$ cat src/rtl/fmdll_lock_ctrl.sv
// rtl/fmdll_lock_ctrl.sv - FMDLL N/M divider counters, delay-code stepping and lock sequencer
module fmdll_lock_ctrl #(
    parameter int CODE_W    = 6,
    parameter int CODE_INIT = 32,
    parameter int LOCK_CNT  = 8,
    parameter int N_RST     = 8,
    parameter int M_RST     = 2
) (
    input  logic              clk,
    input  logic              rst,
    input  logic              ext_edge,
    input  logic              pd_early,
    input  logic              pd_late,
    input  logic              cfg_valid,
    input  logic [3:0]        cfg_n,
    input  logic [1:0]        cfg_m,
    output logic              cfg_ready,
    output logic [3:0]        N,
    output logic [1:0]        M,
    output logic [3:0]        N_counter,
    output logic [1:0]        M_counter,
    output logic              DIV_N,
    output logic              DIV_M,
    output logic [CODE_W-1:0] dly_code,
    output logic              locked,
    output logic [1:0]        state
);

    typedef enum logic [1:0] {
        S_IDLE   = 2'd0,
        S_ACQ    = 2'd1,
        S_TRACK  = 2'd2,
        S_LOCKED = 2'd3
    } state_t;

    localparam logic [CODE_W-1:0] CODE_RST = CODE_W'(CODE_INIT);
    localparam logic [CODE_W-1:0] CODE_MAX = {CODE_W{1'b1}};
    localparam logic [CODE_W-1:0] CODE_ONE = CODE_W'(1);
    localparam logic [7:0]        LOCK_TGT = 8'(LOCK_CNT);

    state_t            state_q, state_d;
    logic [3:0]        n_q, n_d, n_cnt_q, n_cnt_d;
    logic [1:0]        m_q, m_d, m_cnt_q, m_cnt_d;
    logic [CODE_W-1:0] dly_q, dly_d;
    logic              locked_q, locked_d;
    logic [7:0]        lock_cnt_q, lock_cnt_d;
    logic              last_corr_q, last_corr_d;
    logic              last_dir_q, last_dir_d;
    logic              pend_valid_q, pend_valid_d;
    logic [3:0]        pend_n_q, pend_n_d;
    logic [1:0]        pend_m_q, pend_m_d;
    logic              ready_q, ready_d;
    logic              ready_ret_q, ready_ret_d;

    logic fe, apply, accept, corr, dir_up;

    // Register all sequencer state; reset drops any pending configuration.
    always_ff @(posedge clk or posedge rst) begin
        if (rst) begin
            state_q      <= S_IDLE;
            n_q          <= 4'(N_RST);
            m_q          <= 2'(M_RST);
            n_cnt_q      <= 4'd1;
            m_cnt_q      <= 2'd1;
            dly_q        <= CODE_RST;
            locked_q     <= 1'b0;
            lock_cnt_q   <= 8'd0;
            last_corr_q  <= 1'b0;
            last_dir_q   <= 1'b0;
            pend_valid_q <= 1'b0;
            pend_n_q     <= 4'd1;
            pend_m_q     <= 2'd1;
            ready_q      <= 1'b1;
            ready_ret_q  <= 1'b0;
        end else begin
            state_q      <= state_d;
            n_q          <= n_d;
            m_q          <= m_d;
            n_cnt_q      <= n_cnt_d;
            m_cnt_q      <= m_cnt_d;
            dly_q        <= dly_d;
            locked_q     <= locked_d;
            lock_cnt_q   <= lock_cnt_d;
            last_corr_q  <= last_corr_d;
            last_dir_q   <= last_dir_d;
            pend_valid_q <= pend_valid_d;
            pend_n_q     <= pend_n_d;
            pend_m_q     <= pend_m_d;
            ready_q      <= ready_d;
            ready_ret_q  <= ready_ret_d;
        end
    end

    // Next-state: counters, frame-end phase step, lock FSM, then config apply/accept overrides.
    always_comb begin
        state_d      = state_q;
        n_d          = n_q;
        m_d          = m_q;
        n_cnt_d      = n_cnt_q;
        m_cnt_d      = m_cnt_q;
        dly_d        = dly_q;
        locked_d     = locked_q;
        lock_cnt_d   = lock_cnt_q;
        last_corr_d  = last_corr_q;
        last_dir_d   = last_dir_q;
        pend_valid_d = pend_valid_q;
        pend_n_d     = pend_n_q;
        pend_m_d     = pend_m_q;
        ready_d      = ready_q;
        ready_ret_d  = 1'b0;

        // The edge that leaves IDLE only starts frame 1; it is never a frame end.
        fe     = ext_edge && (state_q != S_IDLE) && (m_cnt_q == m_q);
        apply  = pend_valid_q && ext_edge && (fe || (state_q == S_IDLE));
        accept = cfg_valid && ready_q;
        corr   = pd_early ^ pd_late;
        dir_up = pd_early;

        if (state_q == S_IDLE) begin
            n_cnt_d = 4'd1;
            m_cnt_d = 2'd1;
            if (ext_edge) begin
                state_d     = S_ACQ;
                lock_cnt_d  = 8'd0;
                last_corr_d = 1'b0;
            end
        end else begin
            // A reference edge realigns the period count ahead of the natural wrap.
            n_cnt_d = (ext_edge || (n_cnt_q >= n_q)) ? 4'd1 : n_cnt_q + 4'd1;
            if (ext_edge) begin
                m_cnt_d = (m_cnt_q >= m_q) ? 2'd1 : m_cnt_q + 2'd1;
            end
            if (fe) begin
                if (corr) begin
                    if (dir_up) begin
                        dly_d = (dly_q == CODE_MAX) ? dly_q : dly_q + CODE_ONE;
                    end else begin
                        dly_d = (dly_q == '0) ? dly_q : dly_q - CODE_ONE;
                    end
                    last_corr_d = 1'b1;
                    last_dir_d  = dir_up;
                end else begin
                    last_corr_d = 1'b0;
                end
                case (state_q)
                    S_ACQ: begin
                        if (!corr || (last_corr_q && (last_dir_q != dir_up))) begin
                            state_d    = S_TRACK;
                            lock_cnt_d = 8'd0;
                        end
                    end
                    S_TRACK: begin
                        if (corr) begin
                            lock_cnt_d = 8'd0;
                        end else if (lock_cnt_q + 8'd1 == LOCK_TGT) begin
                            state_d    = S_LOCKED;
                            locked_d   = 1'b1;
                            lock_cnt_d = 8'd0;
                        end else begin
                            lock_cnt_d = lock_cnt_q + 8'd1;
                        end
                    end
                    S_LOCKED: begin
                        if (corr && last_corr_q && (last_dir_q == dir_up)) begin
                            state_d    = S_TRACK;
                            locked_d   = 1'b0;
                            lock_cnt_d = 8'd0;
                        end
                    end
                    default: ;
                endcase
            end
        end

        // Applying a config restarts acquisition and suppresses this frame's phase step.
        if (apply) begin
            n_d          = pend_n_q;
            m_d          = pend_m_q;
            n_cnt_d      = 4'd1;
            m_cnt_d      = 2'd1;
            state_d      = S_ACQ;
            locked_d     = 1'b0;
            lock_cnt_d   = 8'd0;
            dly_d        = dly_q;
            last_corr_d  = 1'b0;
            last_dir_d   = last_dir_q;
            pend_valid_d = 1'b0;
            ready_ret_d  = 1'b1;
        end

        // The slot reopens one cycle after apply; accept cannot coincide with a pending apply.
        if (accept) begin
            pend_valid_d = 1'b1;
            pend_n_d     = (cfg_n == 4'd0) ? 4'd1 : cfg_n;
            pend_m_d     = (cfg_m == 2'd0) ? 2'd1 : cfg_m;
            ready_d      = 1'b0;
        end else if (ready_ret_q) begin
            ready_d = 1'b1;
        end
    end

    assign cfg_ready = ready_q;
    assign N         = n_q;
    assign M         = m_q;
    assign N_counter = n_cnt_q;
    assign M_counter = m_cnt_q;
    assign DIV_N     = (n_cnt_q == n_q);
    assign DIV_M     = (m_cnt_q == m_q);
    assign dly_code  = dly_q;
    assign locked    = locked_q;
    assign state     = state_q;

endmodule

$ cat config.mk
export PLATFORM = sky130hd
export DESIGN_NAME = fmdll_lock_ctrl
export DESIGN_NICKNAME = d
export VERILOG_FILES = /design/src/rtl/fmdll_lock_ctrl.sv
export SDC_FILE = /design/constraint.sdc
export NUM_CORES = 1
export LEC_CHECK = 0
export BUFFER_PORTS_ARGS = -buffer_cell sky130_fd_sc_hd__buf_4
export CORE_MARGIN = 2
export CORE_UTILIZATION = 56
export DETAILED_ROUTE_END_ITERATION = 10
export GPL_TIMING_DRIVEN = 1
export PLACE_DENSITY = 0.82
export SLEW_MARGIN = 10
export SYNTH_ARGS = -nofsm -noshare
export SYNTH_HDL_FRONTEND = slang
export SYNTH_SLANG_ARGS = --single-unit
export TNS_END_PERCENT = 50
$ cat constraint.sdc
create_clock -name clk -period 2.7 [get_ports clk]
set_input_delay 0 -clock clk [delete_from_list [all_inputs] [get_ports clk]]
set_output_delay 0 -clock clk [all_outputs]
set_load 0.03 [all_outputs]
==> results_dict.tcl, run 1 <==
set metrics [dict create \
    drc 0 \
    skew_ns 0.00694 \
    path_clk_slew_ns 0.08 \
    ys_seq_area_share_pct 44.6 \
    yosysUniqueCellTypes 47 \
    drtIter0Drc 104 \
    dr.pass1.iters 4 \
    rows 23 \
    path_buf_inv 2 \
    reg2reg_from "M_counter[0]$_DFFE_PP1P_" \
    gp_congestion 0.848 \
    synthesis.area_um2 2270 \
    peakVddDrop_mv 0.626 \
    crit_family "simple AND/OR/NAND/NOR gates" \
    synth.area.top_cells "dfrtp_1, dfstp_2, ha_1, nand2_1, mux2_2" \
    finalSetupTns_ns 0 \
    maxSlewHeadroom_pct 66.9 \
    overflow 0 \
    drive_gt1_share_pct 23.3 \
    io_buffer_count 35 \
    finalHoldViolCount 0 \
    fin_cells 337 \
    grt_max_degree 41 \
    synth_top_area_share_pct 35.3 \
    final_nets 315 \
    async_reset_ff_share_pct 100 \
    syn_area_per_cell_um2 9.69 \
    routed_wl_um 4710 \
    die_area_um2 4570 \
    critPathArrivalTime_ns 2.68 \
    crit_type "reg -> reg" \
    cap_viol_max_count 0 \
    groute.layer.met3.usage_pct 5.17 \
    synth_nets 263 \
    synth-edff-count 0 \
    coreArea_um2 3940 \
    grt_first_pass_wirelength_um 8160 \
    dp_cells 321 \
    max_freq_mhz 402 \
    power_density_nw_per_um2 1120 \
    fin_area_um2 2810 \
    synth-main-ff-cell "dfrtp_1" \
    worstPathRequired_ns 2.89 \
    hpwl_um 3430 \
    clock_path_buffers 2 \
    start_kind "flip-flop" \
    io_pins 36 \
    cts_tree "yes" \
    critPathMaxFanout 6 \
    cts_resized 0 \
    antenna_found_initial 0 \
    post_dp_cell_area_um2 2620 \
    status "finished, final reports clean" \
    hp-start "ext_edge" \
    leakagePower_nw 1.33 \
    yosys.area.top_type "dfrtp_1" \
    postCtsSetupBuffers 0 \
    fillCellCount 296 \
    period_needed_ns 2.49 \
    dieHeight_um 67.6 \
    critPathMaxStageDelay_ns 0.58 \
    syn_inst 234 \
    hold-path-cell-count 4 \
    area_growth_pct 24.1 \
    final_max_slew_viol_count 0 \
    cp_num_cells 8 \
    viasPerCell 5.58 \
    die_w_um 67.6 \
    final_antenna_net_count 0 \
    ctsHtreeMaxLevel 2 \
    vias 1880 \
    gr-usage-met1_pct 29.9 \
    end_kind "flip-flop" \
    cts_inserted_buffers 5 \
    worstPathCellList "inv_1, ha_1, a21o_1, nand3_2, inv_1, or3_4, nor3_4, mux2_2" \
    rsz0062_at_grt "false" \
    start_util_pct 57.5 \
    r2r_setup_slack_ns 0.21 \
    r2r-end "dly_code[4]$_DFFE_PP0P_" \
    holdWs_ns 0.111 \
    grt_usage_pct 24.0 \
    use_met2_pct 39.8 \
    ys_seq_elements 40 \
    diodes 0 \
    post-route-util_pct 71.3 \
    clkSinkCount 40 \
    critPathSlowestCell "dfstp_2" \
    grt_pass1_vias 1860 \
    min_period_over_period_pct 92.2 \
    tightest_slew_ns 0.492 \
    wl_per_cell_um 14.0 \
    crit_top_cell "inv_1" \
    busiest_layer "met2" \
    root_buffer "clkbuf_8" \
    rr_worst_depth 8 \
    final-setup-viol-count 0 \
    hold_path_class "in -> reg" \
    worst_hold_path.endpoint "last_corr_q$_DFFE_PP0P_" \
    clock_latency_ns 0.30 \
    yosysWarnings 0 \
]
-- per-stage QoR --
step,setup slack [ns],power (W)
CTS,0.206,0.00316
global route,0.0394,0.00339
global placement,0.275,0.00259
finish,0.211,0.00314
floorplan,0.0586,0.00213
detailed placement,0.218,0.00264
-- routing by layer --
metal	up-vias	part of all wire, %
met2	49	50
met5	-	0
met1	896	44
met3	9	4.5
met4	0	2.0
li1	926	-
-- registers in the layout, summed over array words and instances (netlist names) --
signal        count
locked            1
last_dir_q        1
M_counter         2
N_counter         4
M                 2
N                 4
pend_n_q          4
pend_m_q          2
lock_cnt_q        8
last_corr_q       1
cfg_ready         1
ready_ret_q       1
state             2
pend_valid_q      1
dly_code          6
-- layout make-up --
class	count	area (um^2)	area share (%)
Clock buffer	5	68.8	2.45
Clock inverter	3	46.3	1.65
Inverter	12	45.0	1.60
Multi-Input combinational cell	179	1200	42.6
Sequential cell	40	1010	35.9
Tap cell	50	62.6	2.22
Timing Repair Buffer	48	380	13.5
-- repair_timing --
item,CTS,global route
endpoints found under the hold margin,39,0
endpoints found under the setup margin,0,0
hold buffers,8,0
-- worst max-delay path by stage --
stage                                  start                 endpoint
floorplan           M_counter[0]$_DFFE_PP1P_  dly_code[1]$_DFFE_PP0P_
detailed placement  M_counter[0]$_DFFE_PP1P_  dly_code[4]$_DFFE_PP0P_
global route        M_counter[0]$_DFFE_PP1P_  dly_code[5]$_DFFE_PP1P_
CTS                 M_counter[0]$_DFFE_PP1P_  dly_code[4]$_DFFE_PP0P_
finish              M_counter[0]$_DFFE_PP1P_  dly_code[4]$_DFFE_PP0P_
global placement    M_counter[0]$_DFFE_PP1P_  dly_code[4]$_DFFE_PP0P_
-- synthesized netlist by cell type, types with 2 or more instances --
master,instances
xnor2_1,8
dfstp_2,8
nand3_1,11
a21oi_1,8
or3_1,3
and2_1,5
xor2_1,3
mux2_2,7
o31ai_1,4
nand2_1,32
a21o_1,3
ha_1,16
nand3b_1,2
o21a_1,2
nor2b_1,4
dfrtp_1,32
a22oi_1,2
nand2b_1,6
nor3_1,2
and3_1,5
o21ai_0,15
nand4_1,3
clkbuf_1,2
nor2_1,17
inv_1,12
-- cells by family (layout without fill, tap and decap cells) --
| kind of cell | count (synthesis) | count (layout) | share of synthesized area (%) |
|---|---|---|---|
| AND/OR/NAND/NOR | 98 | 98 | 22.2 |
| multiplexers | 8 | 8 | 3.92 |
| buffers and inverters | 15 | 68 | 2.54 |
| AO/OA/AOI/OAI | 45 | 45 | 12.8 |
| flip-flops | 40 | 40 | 44.6 |
| adder cells (fa/ha/maj) | 17 | 17 | 9.71 |
| XOR/XNOR | 11 | 11 | 4.25 |
-- worst register-to-register path, delay by kind of cell (launching register included) --
family	cells	cell delay (ns)
buffers and inverters	2	0.14
adders and majority gates	1	0.29
AOI/OAI and AO/OA	1	0.21
muxes	1	0.36
and+or+nand+nor	3	0.81
DFF	1	0.58
-- power by group --
part / leakage, nW / switching, W / internal [W] / total, W
logic: 0.777 / 0.000900 / 0.000670 / 0.00157
registers: 0.495 / 0.000214 / 0.000852 / 0.00107
clock network: 0.0548 / 0.000226 / 0.000278 / 0.000505
total: 1.33 / 0.00134 / 0.00180 / 0.00314
-- cell usage in the layout (no fill, tap or decap), types with 5 or more instances in the layout --
master,instances
dfrtp_1,32
inv_1,12
nor2_1,17
mux2_2,7
ha_1,16
nand3_1,11
and2_1,5
o21ai_0,15
a21oi_1,8
dlygate4sd3_1,8
nand2b_1,6
buf_4,40
nand2_1,32
clkbuf_8,5
xnor2_1,8
and3_1,5
dfstp_2,8
Note: power is estimated with default switching activity, not from simulation.
==> run 2: changes to the inputs <==
ABC_AREA = 1   (was default)
==> run 2 against run 1 <==
Against the previous run:
- worst setup slack better by 0.047 ns
- die area up 2.7%
- cell count up 15%
- synthesized cell count up 23%
- global-route usage up 3.5 points
- sequential cell count unchanged
- count of clock-buffer cells in the layout unchanged
- via count up 12%
- combinational power up 6%
- wire length up 13%
- register-to-register slack better by 0.05 ns
==> results_dict.tcl, run 2 <==
set metrics [dict create \
    status "finished, final reports clean" \
    path_buf_inv 2 \
    end_kind "flip-flop" \
    routed_wl_um 5340 \
    rr_worst_depth 13 \
    final_antenna_net_count 0 \
    cts_resized 0 \
    layout_common_cells "nand2_1, inv_1, buf_4" \
    die_area_um2 4700 \
    start_util_pct 58.3 \
    syn_area_per_cell_um2 8.13 \
    cap_viol_max_count 0 \
    hpwl_um 3640 \
    r2r_setup_slack_ns 0.26 \
    hp-start "cfg_valid" \
    clkSinkCount 40 \
    synthesis.area_um2 2330 \
    hold_path_class "in -> reg" \
    cts_tree "yes" \
    start_kind "flip-flop" \
    final_max_slew_viol_count 0 \
    rows 23 \
    fin_cells 388 \
    synth_top_area_share_pct 34.3 \
    max_freq_mhz 410 \
    period_needed_ns 2.44 \
    groute.layer.met3.usage_pct 5.36 \
    yosys.area.top_type "dfrtp_1" \
    clock_path_buffers 2 \
    use_met2_pct 45.8 \
    io_buffer_count 35 \
    synth-edff-count 0 \
    ctsHtreeMaxLevel 2 \
    min_period_over_period_pct 90.4 \
    grt_usage_pct 27.5 \
    top_register "lock_cnt_q" \
    antenna_found_initial 0 \
    fillCellCount 299 \
    viasPerCell 5.44 \
    clock_latency_ns 0.31 \
    diodes 0 \
    leakagePower_nw 1.50 \
    hold-path-cell-count 3 \
    yosysUniqueCellTypes 32 \
    yosysWarnings 0 \
    netlist_top_cells_count "nand2_1, inv_1, dfrtp_1, o21ai_0" \
    postCtsSetupBuffers 0 \
    dp_cells 371 \
    crit_top_cell "nand2_1" \
    ys_seq_elements 40 \
    final_common_cell "nand2_1" \
    vias 2112 \
    gp_congestion 0.894 \
    grt_first_pass_wirelength_um 9470 \
    peakVddDrop_mv 0.668 \
    reg2reg_from "M_counter[0]$_DFFE_PP1P_" \
    power_switching_w 0.00150 \
    synth-main-ff-cell "dfrtp_1" \
    pwr-share-seq_pct 32.0 \
    wl_per_cell_um 13.8 \
    syn_inst 287 \
    worstPathRequired_ns 2.90 \
    critPathMaxStageDelay_ns 0.57 \
    critPathSlowestCell "dfstp_2" \
    synth.area.top_cells "dfrtp_1, nand2_1, dfstp_2, ha_1, inv_1" \
    cts_inserted_buffers 5 \
    dr.pass1.iters 5 \
    worst_hold_path.endpoint "pend_m_q[0]$_DFFE_PP1P_" \
    skew_ns 0.00916 \
    swShare_pct 46.7 \
    critPathArrivalTime_ns 2.64 \
    root_buffer "clkbuf_8" \
    io_pins 36 \
    path_clk_slew_ns 0.09 \
    final-setup-viol-count 0 \
    ys_seq_area_share_pct 43.3 \
    maxSlewHeadroom_pct 49.9 \
    area_growth_pct 22.7 \
    critPathMaxFanout 12 \
    worstPathCellList "inv_1, ha_1, nand2_1, a21oi_4, nand2_2, nand2_1, inv_2, nand2_4, nand2_1, nor2_4, nand3_2, nand2_1, nand2_1" \
    clkPwrFrac_pct 16.0 \
    die_w_um 68.5 \
    dieHeight_um 68.5 \
    intPower_w 0.00171 \
    rsz0062_at_grt "false" \
    grt_max_degree 22 \
    largest_reg_flops 8 \
    drc 0 \
    power_density_nw_per_um2 1120 \
    synth_nets 316 \
    async_reset_ff_share_pct 100 \
    tightest_slew_ns 0.751 \
    busiest_layer "met2" \
    coreArea_um2 4000 \
    finalHoldViolCount 0 \
    crit_family "simple AND/OR/NAND/NOR gates" \
    overflow 0 \
    combPwrFrac_pct 52.0 \
    final_nets 366 \
    crit_type "reg -> reg" \
    holdWs_ns 0.180 \
    finalSetupTns_ns 0 \
    drtIter0Drc 233 \
    synth.most_common_cell "nand2_1" \
    drive_gt1_share_pct 19.8 \
    grt_pass1_vias 2054 \
    gr-usage-met1_pct 34.7 \
    r2r-end "state[1]$_DFFE_PP0P_" \
]
[run 2: timing repair]
action                     in CTS  in global routing
hold endpoints to repair       25                  0
hold buffers                    9                  0
setup endpoints to repair       0                  0
[run 2: how the worst max path moves through the flow]
stage / depth (start not counted) / from / slack, ns / to
finish: 13 / M_counter[0]$_DFFE_PP1P_ / 0.26 / state[1]$_DFFE_PP0P_
floorplan: 13 / M_counter[0]$_DFFE_PP1P_ / 0.56 / state[0]$_DFFE_PP0P_
global placement: 13 / M_counter[0]$_DFFE_PP1P_ / 0.47 / state[1]$_DFFE_PP0P_
CTS: 13 / M_counter[0]$_DFFE_PP1P_ / 0.30 / state[1]$_DFFE_PP0P_
detailed placement: 13 / M_counter[0]$_DFFE_PP1P_ / 0.38 / state[1]$_DFFE_PP0P_
global route: 13 / M_counter[0]$_DFFE_PP1P_ / 0.03 / state[1]$_DFFE_PP0P_
[run 2: layout make-up]
class / count / area (um^2) / area share, %
Timing Repair Buffer: 45 / 360 / 12.6
Sequential cell: 40 / 1010 / 35.3
Inverter: 46 / 173 / 6.03
Clock buffer: 5 / 68.8 / 2.40
Tap cell: 50 / 62.6 / 2.19
Multi-Input combinational cell: 199 / 1140 / 39.9
Clock inverter: 3 / 46.3 / 1.62
[run 2: cell families after synthesis]
logic type	share of synthesized area (%)
and+or+nand+nor	26.1
xor gates and xnor gates	4.45
adders and majority gates	9.44
buffers and inverters	7.73
AOI/OAI and AO/OA	8.96
DFF	43.3
[run 2: metrics by stage]
stage / setup WS [ns] / power [W] / utilization (%) / area, um^2
after floorplan: 0.563 / 0.00217 / - / 2330
after global placement: 0.471 / 0.00259 / 66.4 / 2660
after detailed placement: 0.380 / 0.00265 / 66.4 / 2660
after CTS: 0.302 / 0.00320 / 71.6 / 2860
after global routing: 0.0346 / 0.00347 / 71.6 / 2860
final: 0.258 / 0.00321 / 71.6 / 2860
[run 2: metal layers]
metal  share of wire (%)  wire length, um
met2                  50             2680
met4                 3.1              166
met3                 4.9              262
met5                   0                0
met1                  42             2240
[run 2: worst min-delay path, delay by kind of cell]
kind                   cells  cell delay, ns
AO/OA/AOI/OAI              1            0.12
buffers and inverters      1            0.10
AND/OR/NAND/NOR            1            0.27
[run 2: power groups by stage]
stage / clock (W) / sequential (W) / combinational, W
6_report: 0.000514 / 0.00103 / 0.00167
3_5_place_dp: 0 / 0.00103 / 0.00162
4_1_cts: 0.000520 / 0.00103 / 0.00165
5_1_grt: 0.000548 / 0.00106 / 0.00187
3_3_place_gp: 0 / 0.00103 / 0.00156
2_1_floorplan: 0 / 0.00126 / 0.000914
